## config.mk

```make
export PLATFORM = sky130hd
export DESIGN_NAME = tick_event_timer
export DESIGN_NICKNAME = d
export VERILOG_FILES = /design/src/rtl/tick_event_timer.sv
export SDC_FILE = /design/constraint.sdc
export NUM_CORES = 1
export LEC_CHECK = 0
export CORE_ASPECT_RATIO = 0.9
export CORE_MARGIN = 3
export CORE_UTILIZATION = 45
export CTS_CLUSTER_SIZE = 20
export DETAILED_ROUTE_END_ITERATION = 7
export GPL_TIMING_DRIVEN = 0
export HOLD_SLACK_MARGIN = 0.08
export PLACE_DENSITY_LB_ADDON = 0.15
export SETUP_SLACK_MARGIN = 0.15
export SLEW_MARGIN = 20
export SYNTH_ARGS = -nofsm -noshare
export SYNTH_HDL_FRONTEND = slang
export SYNTH_SLANG_ARGS = --single-unit
```

## constraint.sdc

```tcl
create_clock -name clk -period 4.05 [get_ports clk]
set_clock_uncertainty 0.05 [all_clocks]
set_input_delay 0.81 -clock clk [delete_from_list [all_inputs] [get_ports clk]]
set_output_delay 0.81 -clock clk [all_outputs]
set_load 0.01 [all_outputs]
```

## src/rtl/tick_event_timer.sv

```systemverilog
// Synchronises a divided clock into the fast domain as a tick and runs a one-shot/periodic countdown on it.
// Build option: define TIMER_STICKY_IRQ_EN to enable the sticky irq flag (irq_clr clears it).
module tick_event_timer #(
  parameter int WIDTH       = 16,
  parameter int SYNC_STAGES = 2
) (
  input  logic             clk,
  input  logic             rst,
  input  logic             slow_clk_in,
  input  logic             start,
  input  logic             stop,
  input  logic             load,
  input  logic [WIDTH-1:0] load_value,
  input  logic             periodic,
  input  logic             irq_clr,
  output logic             tick,
  output logic [WIDTH-1:0] count,
  output logic             running,
  output logic             expired,
  output logic             irq
);

  typedef enum logic [1:0] {
    IDLE    = 2'd0,
    RUN     = 2'd1,
    PAUSED  = 2'd2,
    EXPIRED = 2'd3
  } state_t;

  localparam logic [WIDTH-1:0] ONE  = WIDTH'(1);
  localparam logic [WIDTH-1:0] ZERO = '0;

  logic [SYNC_STAGES-1:0] sync_q;
  logic                   hist_q;
  logic                   tick_q;

  state_t           state_q, state_d;
  logic [WIDTH-1:0] count_q, count_d;
  logic [WIDTH-1:0] reload_q, reload_d;
  logic             running_q, running_d;
  logic             expired_q, expired_d;

  // slow_clk_in is asynchronous data; only the last stage feeds the edge detector.
  always_ff @(posedge clk or negedge rst) begin
    if (!rst) begin
      sync_q <= '0;
      hist_q <= 1'b0;
      tick_q <= 1'b0;
    end else begin
      sync_q <= {sync_q[SYNC_STAGES-2:0], slow_clk_in};
      hist_q <= sync_q[SYNC_STAGES-1];
      tick_q <= sync_q[SYNC_STAGES-1] & ~hist_q;
    end
  end

  always_ff @(posedge clk or negedge rst) begin
    if (!rst) begin
      state_q   <= IDLE;
      count_q   <= '0;
      reload_q  <= '0;
      running_q <= 1'b0;
      expired_q <= 1'b0;
    end else begin
      state_q   <= state_d;
      count_q   <= count_d;
      reload_q  <= reload_d;
      running_q <= running_d;
      expired_q <= expired_d;
    end
  end

  always_comb begin
    state_d   = state_q;
    count_d   = count_q;
    reload_d  = reload_q;
    expired_d = 1'b0;
    case (state_q)
      RUN: begin
        if (stop) begin
          // Pausing swallows any tick arriving in the same cycle.
          state_d = PAUSED;
        end else begin
          if (load) begin
            reload_d = load_value;
          end
          if (tick_q) begin
            if (count_q > ONE) begin
              count_d = count_q - ONE;
            end else if (count_q == ONE) begin
              expired_d = 1'b1;
              if (periodic) begin
                // reload_d already reflects a coincident load.
                count_d = reload_d;
              end else begin
                count_d = ZERO;
                state_d = EXPIRED;
              end
            end
          end
        end
      end
      default: begin
        if (load) begin
          reload_d = load_value;
          count_d  = load_value;
        end else if (start) begin
          if (count_q != ZERO) begin
            state_d = RUN;
          end else if (reload_q != ZERO) begin
            count_d = reload_q;
            state_d = RUN;
          end
        end
      end
    endcase
    running_d = (state_d == RUN);
  end

`ifdef TIMER_STICKY_IRQ_EN
  logic irq_q, irq_d;

  // Set wins over a simultaneous clear.
  always_comb begin
    irq_d = expired_d | (irq_q & ~irq_clr);
  end

  always_ff @(posedge clk or negedge rst) begin
    if (!rst) begin
      irq_q <= 1'b0;
    end else begin
      irq_q <= irq_d;
    end
  end

  assign irq = irq_q;
`else
  logic unused_irq_clr;
  assign unused_irq_clr = irq_clr;
  assign irq            = 1'b0;
`endif

  assign tick    = tick_q;
  assign count   = count_q;
  assign running = running_q;
  assign expired = expired_q;

endmodule

```

* Yosys cells after proc, flatten, opt, wreduce, memory -nomap -nowiden
Cells that the tools add are included.
Cells by class: equality and inequality tests 7, multiplexer cells 28, bitwise logic cells 2, reductions and logical operators 5, order comparisons 1, $add $sub $neg 1
Operator list (number):
- 16-bit two-way mux | 13
- 16-bit nonzero test | 2
- 2-bit two-way mux | 10
- 16-bit by 1-bit == test with 1-bit output (second input constant) | 1
- 16-bit by 1-bit > comparator with 1-bit output (second input constant) | 1
- 16-bit by 1-bit subtractor with 16-bit output (second input constant) | 1
- 6-bit AND reduction | 1
- 3-bit nonzero test | 2
- 1-bit two-way mux | 5
- 2-bit by 1-bit == test with 1-bit output (second input constant) | 2
- 2-bit != test (second input constant) | 2
- 3-bit by 2-bit != test with 1-bit output (second input constant) | 1
- 3-bit != test (second input constant) | 1
- 1-bit bitwise AND | 1
- 1-bit inverter | 1
Storage, ports and cells: flip-flop bits (word level) 40, logic and storage cells 52

* Longest topological paths before layout
depth after elaboration 7, depth in mapped cells 8, gate-level depth less buffers 7

* Least setup slack after synthesis
Ideal clock, no wire load.
path kind input to register, from input port load, to register count_q[8], in the netlist count[8], data arrival time 2.188 ns, buffers on the path 2, stages on the path 5, setup slack 1.691 ns, setup time 0.121 ns, path through clkbuf_1 > clkbuf_1 > mux2i_1 > o32ai_1 > a22o_1
On the way: cells in the longest elaborated chain, start to end 7, elaborated cells on any way between the ends 12, classes of those cells eq/ne (1); mux (8); reduce/logical (3)
Ends and longest elaborated chain:
- start: declaration | line 12 | input logic load,
- 16-bit two-way mux | line 83 | if (load) begin
- 16-bit two-way mux | line 91 | if (periodic) begin
- 16-bit two-way mux | line 89 | end else if (count_q == ONE) begin
- 16-bit two-way mux | line 87 | if (count_q > ONE) begin
- 16-bit two-way mux | line 86 | if (tick_q) begin
- 16-bit two-way mux | line 79 | if (stop) begin
- 16-bit two-way mux | line 77 | case (state_q)
- end signal: assignment | line 65 | count_q <= count_d;
- end: declaration | line 38 | logic [WIDTH-1:0] count_q, count_d;
Several ways; a longest one is shown, not always the timed one. The select of a mux whose other input is x is not followed. A chain may end at the register's enable or synchronous reset.

* Worst setup path in the final report
from register count_q[14], in the netlist count[14], to register count_q[0], in the netlist count[0]
On the way: cells in the longest elaborated chain, start to end 5, elaborated cells on any way between the ends 10, classes of those cells order compare (1); eq/ne (3); mux (4); reduce/logical (2)
Ends and longest elaborated chain (line):
- 16-bit by 1-bit > comparator with 1-bit output | 87
- 16-bit two-way mux | 87
- 16-bit two-way mux | 86
- 16-bit two-way mux | 79
- 16-bit two-way mux | 77
Several ways; a longest one is shown, not always the timed one. The select of a mux whose other input is x is not followed.

==> flow_summary.toml <==
[power_and_ir_drop]
p_leak_nw = 1.19
p_per_area_nw_per_um2 = 698
irDropWorstVdd_v = 0.000300

[timing]
slew_viol_final = 0
setup_ws_ns = 1.36
final_hold_viol_count = 0
fmax_mhz = 372
rsz0062_at_grt = "false"
tns_ns = 0
slew_headroom_pct = 41.8
setup_viol = 0
tightest_slew_ns = 0.866
min_period_ns = 2.69
holdWs_ns = 0.303
layout_worst_path_cycle_share_pct = 66.4

[global_route]
globalRouteOverflowTotal = 0
grt_start_max_net_pins = 27
use_met3_pct = 4.84
grt_pass1_wl_um = 9740
grt_pass1_vias = 1929
grt_util_met2_pct = 30.6
grt_util_met1_pct = 31.8
grt_busiest_layer = "met1"
grt_antenna_before_repair = 0
grtUsageTotal_pct = 21.4

[placement]
io_buffer_count = 40
dp_hpwl_um = 4280
gp_congestion = 0.910
place_worst_setup_slack_ns = 1.21
dpl.cell_count = 333

[route]
wl_per_cell_um = 16.7
first_iter_violations = 250
routed_wl_um = 5710
detail_route.first_pass.iterations = 4
postRouteAntennaNets = 0
drc = 0
viasPerCell = 5.79
num_vias = 1976

[final_layout]
diodes = 0
nFillCells = 427
nets = 302
area_delta_synth_final_pct = 26.7
layout-drive-gt1-share_pct = 12.7
instances_no_fill = 341

[worst_setup_path]
path_class = "reg -> reg"
required_ns = 4.18
crit_arrival_ns = 2.82
rr_endpoint = "count[0]"
reg2reg_from = "count[14]"
crit_fanout = 7
cp-end-kind = "register"
reg2reg_depth = 5
reg2reg_slack_ns = 1.36
critPathLaunchType = "register"

[synth]
avgSynthCellArea_um2 = 10.2
synth_area_um2 = 2320
async_reset_ff_share_pct = 100
ys_seq_elements = 40
synth_edf_count = 0
ys_types = 42
synthCells = 227
yosys_warnings = 0
yosysSeqAreaShare_pct = 43.2
syn-num-nets = 254
ys.flop_type = "dfrtp_1"

[clocking]
clockBufferDepth = 2
holdBufCountCts = 0
ctsResizeCount = 0
cts-buffers-inserted = 5
clockRootBuffer = "clkbuf_8"
htree_levels = 2
post-cts-setup-buffers = 0
cts.reportedPaths.clkPinSlew_ns = 0.08
cts_tree = "built"
cts.sinks = 40
worstSkewPairLatency_ns = 0.30

[worst_hold_path]
hold_path.class = "reg -> reg"
holdCritStartpoint = "sync_q[0]"
hold_path_end = "sync_q[1]"
whs_path_depth = 0

[floorplanning]
chipWidth_um = 81.6
start_util_pct = 47.3
core_area_um2 = 4890
num_io_pins = 44
die_h_um = 74.1
fp.dieArea_um2 = 6050
row_count = 24

[run_status]
outcome = "finished clean"

[flow_run]
max-cap-violations = 0
==> layout by cell type (no fill, tap or decap), drive strengths merged, types with 2 or more instances in the layout <==
| master | instances |
|---|---|
| a21oi | 4 |
| a22o | 10 |
| and4 | 3 |
| buf | 9 |
| clkbuf | 15 |
| clkdlybuf4s50 | 39 |
| dfrtp | 40 |
| ha | 3 |
| inv | 6 |
| mux2 | 15 |
| mux2i | 20 |
| nand2 | 9 |
| nand3 | 6 |
| nand4 | 3 |
| nor2 | 18 |
| nor2b | 2 |
| nor3 | 6 |
| nor3b | 2 |
| nor4 | 11 |
| o211ai | 2 |
| o21ai | 7 |
| o22ai | 17 |
| o2bb2ai | 4 |
| o32ai | 5 |
| or2 | 5 |
| or3 | 2 |
| or4 | 4 |
==> area by class of cell <==
class | instances | area, µm² | share of cell area [%]
buffer | 16 | 86.3 | 2.94
sequential | 40 | 1000 | 34.1
timing repair buffer | 41 | 415 | 14.2
clock inverter | 2 | 38.8 | 1.32
clock buffer | 6 | 82.6 | 2.81
tap | 65 | 81.3 | 2.77
multi-input combinational | 165 | 1210 | 41.1
inverter | 6 | 22.5 | 0.767
==> synthesized netlist by cell type (2+ instances only) <==
cell	n	area (µm²)
mux2_2	14	158
buf_6	2	22.5
ha_1	3	37.5
o21ai_1	3	15.0
nand2_1	9	33.8
nand4_1	3	18.8
nor2b_1	2	12.5
nand3_1	5	25.0
or2_2	2	12.5
o211ai_1	2	15.0
or2_1	2	12.5
nor4_1	9	56.3
o21ai_0	4	20.0
o32ai_1	5	43.8
a22o_1	10	87.6
nor3b_1	2	15.0
inv_1	6	22.5
clkbuf_1	9	33.8
or3_1	2	12.5
buf_1	2	7.51
o2bb2ai_1	4	35.0
o22ai_1	17	106
and4_1	3	26.3
nor2_1	18	67.6
a21oi_1	4	20.0
buf_4	3	22.5
nor3_1	6	30.0
mux2i_1	20	200
or4_1	4	30.0
dfrtp_1	40	1000
==> worst max path at each step <==
stage	slack, ns	endpoint	depth (start not counted)	start
after detailed placement	1.21	count[13]	7	stop
after floorplan	1.69	count[8]	5	load
after global routing	1.19	count[1]	5	count[12]
after global placement	1.16	reload_q[12]	1	rst
final	1.36	count[0]	5	count[14]
after CTS	1.38	count[0]	5	count[12]
==> report_power, final <==
group | internal [mW] | total (mW) | leakage (nW) | switching (mW)
registers | 0.546 | 0.701 | 0.481 | 0.155
clock network | 0.201 | 0.344 | 0.0614 | 0.143
logic | 0.488 | 1.00 | 0.648 | 0.514
total | 1.24 | 2.05 | 1.19 | 0.812
==> sequential cells by signal (all words and copies together) (netlist names) <==
name	count
sync_q	2
count	16
hist_q	1
reload_q	16
state_q	2
tick	1
running	1
expired	1
==> worst max-delay path, cell delays in order (launching register included) <==
cell and delay, ns:
dfrtp_1 0.44, nor4_1 0.77, nand2_1 0.20, nor4_4 0.55, or2_4 0.24, mux2_2 0.32
==> metal layers <==
metal,part of all wire [%],up-vias
li1,-,966
met1,47,927
met2,45,75
met3,6.8,8
met4,1.4,0
met5,0,-
==> per-stage QoR <==
step / utilization (%) / instance area [µm²] / power [mW]
6_report: 60.0 / 2940 / 2.05
3_5_place_dp: 57.5 / 2810 / 1.70
5_1_grt: 60.0 / 2940 / 2.20
3_3_place_gp: 57.2 / 2800 / 1.68
2_1_floorplan: - / 2320 / 1.33
4_1_cts: 60.0 / 2940 / 2.05
==> logic make-up (layout without fill, tap and decap cells) <==
| group | Yosys count | after routing | synth area share [%] |
|---|---|---|---|
| AO/OA/AOI/OAI | 53 | 53 | 16.3 |
| adder cells (fa/ha/maj) | 3 | 3 | 1.62 |
| buffers and inverters | 22 | 71 | 4.70 |
| flip-flops | 40 | 40 | 43.2 |
| multiplexers | 35 | 35 | 15.9 |
| other | 1 | 1 | 0.162 |
| AND/OR/NAND/NOR | 73 | 73 | 18.1 |
No activity file was read; power rests on OpenSTA's default activity.
